$ cat config.mk
export PLATFORM = sky130hd
export DESIGN_NAME = seq_detector_param_flat
export DESIGN_NICKNAME = d
export VERILOG_FILES = /design/src/rtl/seq_det_pkg.sv /design/src/rtl/seq_det_if.sv /design/src/rtl/seq_det_window.sv /design/src/rtl/seq_detector_param.sv /design/src/flat_wrapper.sv
export SDC_FILE = /design/constraint.sdc
export NUM_CORES = 1
export LEC_CHECK = 0
export CAP_MARGIN = 40
export CORE_MARGIN = 3
export CORE_UTILIZATION = 45
export DETAILED_ROUTE_END_ITERATION = 10
export PLACE_DENSITY = 0.71
export SYNTH_ARGS = -nofsm -noshare
export SYNTH_HDL_FRONTEND = slang
export SYNTH_SLANG_ARGS = --single-unit
$ cat constraint.sdc
create_clock -name clk -period 6.4 [get_ports clk]
set_clock_uncertainty 0.2 [all_clocks]
set_input_delay 0.96 -clock clk [delete_from_list [all_inputs] [get_ports clk]]
set_output_delay 0.96 -clock clk [all_outputs]
set_load 0.1 [all_outputs]
$ cat src/rtl/seq_det_pkg.sv
// Shared types and helpers for the parametrised serial pattern detector.
// Optional match counter is enabled by defining SEQ_DET_MATCH_CNT_EN.
package seq_det_pkg;

    typedef enum logic [1:0] {
        IDLE = 2'd0,
        FILL = 2'd1,
        HUNT = 2'd2
    } seq_det_state_t;

    // A length of zero, or one longer than the window, selects the full window.
    function automatic int clamp_len(input int len, input int max_len);
        return ((len == 0) || (len > max_len)) ? max_len : len;
    endfunction

endpackage

$ cat src/rtl/seq_det_if.sv
// Signal bundle between a serial source/config master and the detector.
// match_cnt exists only when SEQ_DET_MATCH_CNT_EN is defined.
interface seq_det_if
    import seq_det_pkg::*;
#(
    parameter int PAT_W = 8,
    parameter int CNT_W = 8,
    parameter int LEN_W = $clog2(PAT_W + 1)
) ();

    // Handshake: no backpressure. The bit on `in` is consumed on every posedge
    // where en=1 and the detector is in FILL or HUNT; cfg_load takes priority
    // and discards that cycle's bit. `out` is a one-cycle pulse per match.
    logic             en;
    logic             in;
    logic             cfg_load;
    logic [PAT_W-1:0] cfg_pat;
    logic [LEN_W-1:0] cfg_len;
    logic             cfg_overlap;
    logic             out;
    logic             armed;
    seq_det_state_t   state;
`ifdef SEQ_DET_MATCH_CNT_EN
    logic [CNT_W-1:0] match_cnt;
`endif

    modport master (
        output en, in, cfg_load, cfg_pat, cfg_len, cfg_overlap,
`ifdef SEQ_DET_MATCH_CNT_EN
        input  match_cnt,
`endif
        input  out, armed, state
    );

    modport slave (
        input  en, in, cfg_load, cfg_pat, cfg_len, cfg_overlap,
`ifdef SEQ_DET_MATCH_CNT_EN
        output match_cnt,
`endif
        output out, armed, state
    );

endinterface

$ cat src/rtl/seq_det_window.sv
// Shift window, saturating fill counter and length-masked compare.
// match_now is combinational and reflects the window after this cycle's shift.
module seq_det_window #(
    parameter int PAT_W = 8,
    parameter int LEN_W = $clog2(PAT_W + 1)
) (
    input  logic             clk,
    input  logic             rst,
    input  logic             clear,
    input  logic             shift,
    input  logic             bit_in,
    input  logic             overlap,
    input  logic [LEN_W-1:0] len,
    input  logic [PAT_W-1:0] pat,
    output logic             match_now,
    output logic             full_now
);

    logic [PAT_W-1:0] window_q;
    logic [PAT_W-1:0] window_nxt;
    logic [PAT_W-1:0] mask;
    logic [LEN_W-1:0] fill_q;
    logic [LEN_W-1:0] fill_inc;

    always_comb begin
        window_nxt = (window_q << 1) | PAT_W'(bit_in);
        fill_inc   = (fill_q >= len) ? len : (fill_q + LEN_W'(1));
        mask       = {PAT_W{1'b1}} >> (LEN_W'(PAT_W) - len);
        full_now   = shift && (fill_inc == len);
        match_now  = full_now && (((window_nxt ^ pat) & mask) == '0);
    end

    // Non-overlap restarts the fill count so the next match needs len fresh bits.
    always_ff @(posedge clk) begin
        if (!rst) begin
            window_q <= '0;
            fill_q   <= '0;
        end else if (clear) begin
            window_q <= '0;
            fill_q   <= '0;
        end else if (shift) begin
            window_q <= window_nxt;
            fill_q   <= (match_now && !overlap) ? '0 : fill_inc;
        end
    end

endmodule

$ cat src/rtl/seq_detector_param.sv
// Runtime-programmable serial pattern detector: FSM, config registers, match pulse.
// Define SEQ_DET_MATCH_CNT_EN to add a saturating match counter.
module seq_detector_param
    import seq_det_pkg::*;
#(
    parameter int PAT_W = 8,
    parameter int CNT_W = 8
) (
    input  logic     clk,
    input  logic     rst,
    seq_det_if.slave bus
);

    localparam int LEN_W = $clog2(PAT_W + 1);

    seq_det_state_t   state_q, state_d;
    logic [PAT_W-1:0] pat_q;
    logic [LEN_W-1:0] len_q;
    logic             overlap_q;
    logic             out_q, out_d;
    logic             shift;
    logic             match_now;
    logic             full_now;

    assign shift = bus.en && !bus.cfg_load && ((state_q == FILL) || (state_q == HUNT));

    seq_det_window #(
        .PAT_W (PAT_W),
        .LEN_W (LEN_W)
    ) u_window (
        .clk       (clk),
        .rst       (rst),
        .clear     (bus.cfg_load),
        .shift     (shift),
        .bit_in    (bus.in),
        .overlap   (overlap_q),
        .len       (len_q),
        .pat       (pat_q),
        .match_now (match_now),
        .full_now  (full_now)
    );

    always_comb begin
        state_d = state_q;
        out_d   = 1'b0;
        if (bus.cfg_load) begin
            state_d = FILL;
        end else if (shift) begin
            out_d = match_now;
            if (match_now && !overlap_q) state_d = FILL;
            else if (full_now)           state_d = HUNT;
            else                         state_d = FILL;
        end
    end

    always_ff @(posedge clk) begin
        if (!rst) begin
            state_q   <= IDLE;
            pat_q     <= '0;
            len_q     <= LEN_W'(PAT_W);
            overlap_q <= 1'b1;
            out_q     <= 1'b0;
        end else begin
            state_q <= state_d;
            out_q   <= out_d;
            if (bus.cfg_load) begin
                pat_q     <= bus.cfg_pat;
                len_q     <= LEN_W'(clamp_len(int'(bus.cfg_len), PAT_W));
                overlap_q <= bus.cfg_overlap;
            end
        end
    end

    assign bus.out   = out_q;
    assign bus.armed = (state_q == HUNT);
    assign bus.state = state_q;

`ifdef SEQ_DET_MATCH_CNT_EN
    logic [CNT_W-1:0] cnt_q;

    // Counts on the same edge that raises out, so it tracks the pulses exactly.
    always_ff @(posedge clk) begin
        if (!rst)                          cnt_q <= '0;
        else if (bus.cfg_load)             cnt_q <= '0;
        else if (out_d && (cnt_q != '1))   cnt_q <= cnt_q + CNT_W'(1);
    end

    assign bus.match_cnt = cnt_q;
`endif

endmodule

$ cat src/flat_wrapper.sv
// flat-port wrapper written by rule: the top's interface ports become plain ports
module seq_detector_param_flat import seq_det_pkg::*;
#(
    parameter int PAT_W = 8,
    parameter int CNT_W = 8
)
  (clk, rst, bus_en, bus_in, bus_cfg_load, bus_cfg_pat, bus_cfg_len, bus_cfg_overlap, bus_out, bus_armed, bus_state);
  seq_det_if #(.PAT_W(PAT_W), .CNT_W(CNT_W)) bus_i ();
  input  logic clk;
  input  logic rst;
  input wire logic [$bits(bus_i.en)-1:0] bus_en;
  input wire logic [$bits(bus_i.in)-1:0] bus_in;
  input wire logic [$bits(bus_i.cfg_load)-1:0] bus_cfg_load;
  input wire logic [$bits(bus_i.cfg_pat)-1:0] bus_cfg_pat;
  input wire logic [$bits(bus_i.cfg_len)-1:0] bus_cfg_len;
  input wire logic [$bits(bus_i.cfg_overlap)-1:0] bus_cfg_overlap;
  output wire logic [$bits(bus_i.out)-1:0] bus_out;
  output wire logic [$bits(bus_i.armed)-1:0] bus_armed;
  output wire logic [$bits(bus_i.state)-1:0] bus_state;
  assign bus_i.en = bus_en;
  assign bus_i.in = bus_in;
  assign bus_i.cfg_load = bus_cfg_load;
  assign bus_i.cfg_pat = bus_cfg_pat;
  assign bus_i.cfg_len = bus_cfg_len;
  assign bus_i.cfg_overlap = bus_cfg_overlap;
  assign bus_out = bus_i.out;
  assign bus_armed = bus_i.armed;
  assign bus_state = bus_i.state;
  seq_detector_param #(.PAT_W(PAT_W), .CNT_W(CNT_W)) u_core (.clk(clk), .rst(rst), .bus(bus_i));
endmodule
==> impl_metrics.json <==
{
  "pwr-share-clk": 0.246,
  "cts_root_buf": "clkbuf_4",
  "cts_tree": "yes",
  "power.switching_uw": 98.9,
  "viasPerCell": 5.30,
  "die_y_um": 64.1,
  "coreArea_sq_mm": 0.00313,
  "finalMaxSlewViolations": 0,
  "clk_latency_ps": 340,
  "p_int_uw": 231,
  "critPathCaptureType": "flip-flop",
  "cp_data_arrival_time_ps": 2930,
  "crit_slowest_cell": "clkdlybuf4s50_1",
  "routed_wl_mm": 3.07,
  "vias": 1245,
  "critPathKind": "in2reg",
  "grt_max_degree": 21,
  "drcViolationCount": 0,
  "clk_pin_slew_ps": 170,
  "io_pins": 22,
  "pwr-share-comb": 0.210,
  "crit_path_start_kind": "input pin",
  "ys_ff_latch": 27,
  "period_needed_ps": 2870,
  "cts_buffers": 3,
  "synth_cell_types": 35,
  "drtPass1Iterations": 6,
  "hold_path_class": "reg2reg",
  "slew_headroom": 0.443,
  "path_cells": "clkdlybuf4s50_1 -> nand2b_1 -> nor2_1 -> nand3_1 -> nor2_1 -> a22oi_1 -> o21ai_1",
  "netSwitchingFraction": 0.300,
  "antenna_left": 0,
  "power_frac_seq": 0.544,
  "syn_area_sq_mm": 0.00152,
  "cap_violations": 0,
  "final_nets": 219,
  "first_iter_violations": 50,
  "syn_area_per_cell_sq_um": 9.06,
  "start_util": 0.486,
  "grt.overflow.total": 0,
  "cts-hold-fix-buffers": 0,
  "setup_tns_ps": 0,
  "diodes": 0,
  "synth_cells": 168,
  "hold_viol_final": 0,
  "max_stage_delay_ps": 1010,
  "dieArea_sq_mm": 0.00411,
  "grt_pass1_wl_mm": 5.31,
  "htreeDepth": 1,
  "row_count": 20,
  "status": "completed",
  "finalCritPeriodShare": 0.448,
  "cp_max_fo": 20,
  "cts_sinks": 27,
  "die_x_um": 64.1,
  "setup_ws_ps": 3530,
  "crit_top_cell": "nor2_1",
  "rsz0062_at_grt": "false",
  "dpl_worst_slack_ps": 3160,
  "dp_hpwl_mm": 2.44,
  "fmax_mhz": 348,
  "cts.repair.resized": 0,
  "grt_usage": 0.163,
  "yosys_warnings": 0,
  "first_global_vias": 1220,
  "io_buffers": 21,
  "required_ps": 6460,
  "area_growth_pct": 21.1,
  "postCtsSetupBuffers": 0,
  "syn_nets": 195,
  "antenna_found_initial": 0,
  "setup_violations": 0,
  "seq_area_frac_synth": 0.355,
  "peakVddDrop_v": 0.0000931,
  "tightestPinTransition_ps": 832,
  "gp_congestion": 0.777,
  "wl_per_cell_um": 13.1,
  "layout-drive-gt1-share": 0.0785,
  "power.leakage_nw": 0.675,
  "cts_buffer_depth": 2,
  "p_per_area_mw_per_mm2": 179
}
==> final timing paths <==
check,startpoint,end,slack (ps),cells past startpoint
worst max-delay path,bus_cfg_load,u_core.u_window.fill_q[3],3530,7
worst min-delay path,u_core.u_window.window_q[6],u_core.u_window.window_q[6],300,2
worst max register to register,u_core.u_window.fill_q[0],u_core.u_window.fill_q[2],4080,8
worst min register to register,u_core.u_window.window_q[6],u_core.u_window.window_q[6],300,2
==> state kept, by name, indices dropped and copies added (netlist names) <==
signal                    count
u_core.bus.out                1
u_core.bus.state              2
u_core.len_q                  4
u_core.overlap_q              1
u_core.pat_q                  8
u_core.u_window.fill_q        4
u_core.u_window.window_q      7
==> critical path: cells and delay by family <==
family / cells / cell delay (ps)
AOI/OAI and AO/OA: 2 / 220
buffers and inverters: 1 / 1010
and+or+nand+nor: 4 / 720
==> cell type report <==
type	instances	area, sq um
fill	294	1290
timing repair buffer	25	270
tap	44	55.1
clock inverter	1	7.51
inverter	9	33.8
sequential	27	541
clock buffer	3	22.5
multi-input combinational	126	912
==> power by group through the flow <==
stage	clock, mW	sequential [mW]	combinational (mW)
after floorplan	0	0.187	0.0443
after global placement	0	0.183	0.0653
after detailed placement	0	0.183	0.0697
after CTS	0.0806	0.180	0.0699
after global routing	0.0892	0.181	0.0759
final	0.0811	0.179	0.0694
==> routing by layer <==
metal / vias up / global-route usage / wire (um)
met3: 9 / 0.0264 / 119
met1: 581 / 0.188 / 1230
met2: 36 / 0.294 / 1640
met5: - / 0 / 0
li1: 619 / - / -
met4: 0 / 0.0686 / 78
==> metrics by stage <==
step | std cells | power, mW | instance area (sq um) | hold WS, ps | util
after floorplan | 168 | 0.231 | 1520 | 249 | -
after global placement | 227 | 0.248 | 1750 | 264 | 0.560
after detailed placement | 231 | 0.253 | 1810 | 273 | 0.579
after CTS | 235 | 0.330 | 1840 | 294 | 0.589
after global routing | 235 | 0.346 | 1840 | 307 | 0.589
final | 235 | 0.330 | 1840 | 297 | 0.589
==> synthesized netlist by cell type, drive strengths merged <==
library cell	instances	area (sq um)
a2111oi	1	27.5
a21oi	12	60.1
a22oi	1	7.51
and2	3	18.8
and3b	1	10.0
buf	3	23.8
clkbuf	3	11.3
dfxtp	27	541
ha	9	113
inv	9	33.8
mux2i	9	90.1
nand2	24	90.1
nand2b	3	26.3
nand3	2	10.0
nor2	8	32.5
nor2b	10	62.6
nor3	3	15.0
nor3b	1	7.51
nor4	2	27.5
o211ai	7	66.3
o21a	1	7.51
o21ai	7	35.0
o22ai	3	18.8
o2bb2ai	1	8.76
o311a	1	10.0
o32ai	1	27.5
xnor2	13	114
xor2	3	26.3
==> logic make-up after synthesis <==
logic type	Yosys count	share of synthesized area
AO/OA/AOI/OAI	35	0.177
XOR/XNOR	16	0.0921
adder cells (fa/ha/maj)	9	0.0740
buffers and inverters	15	0.0452
flip-flops	27	0.355
multiplexers	9	0.0592
AND/OR/NAND/NOR	57	0.197
==> cells in the final DEF, fill, tap and decap left out <==
cell type / synthesis / layout
a2111oi_4: 1 / 1
a21oi_1: 12 / 12
a22oi_1: 1 / 1
and2_1: 3 / 3
and3b_2: 1 / 1
buf_8: 0 / 4
clkbuf_4: 0 / 3
clkdlybuf4s50_1: 0 / 21
clkinvlp_4: 0 / 1
dfxtp_1: 27 / 27
ha_1: 9 / 9
inv_1: 9 / 9
mux2i_1: 9 / 9
nand2_1: 24 / 24
nand2b_1: 2 / 2
nand2b_4: 1 / 1
nand3_1: 2 / 2
nor2_1: 7 / 7
nor2_2: 1 / 1
nor2b_1: 10 / 10
nor3_1: 3 / 3
nor3b_1: 1 / 1
nor4_1: 1 / 1
nor4_4: 1 / 1
o211ai_1: 6 / 6
o211ai_4: 1 / 1
o21a_1: 1 / 1
o21ai_0: 3 / 3
o21ai_1: 4 / 4
o22ai_1: 3 / 3
o2bb2ai_1: 1 / 1
o311a_1: 1 / 1
o32ai_4: 1 / 1
xnor2_1: 13 / 13
xor2_1: 3 / 3
Power figures use the tool's default switching activity.
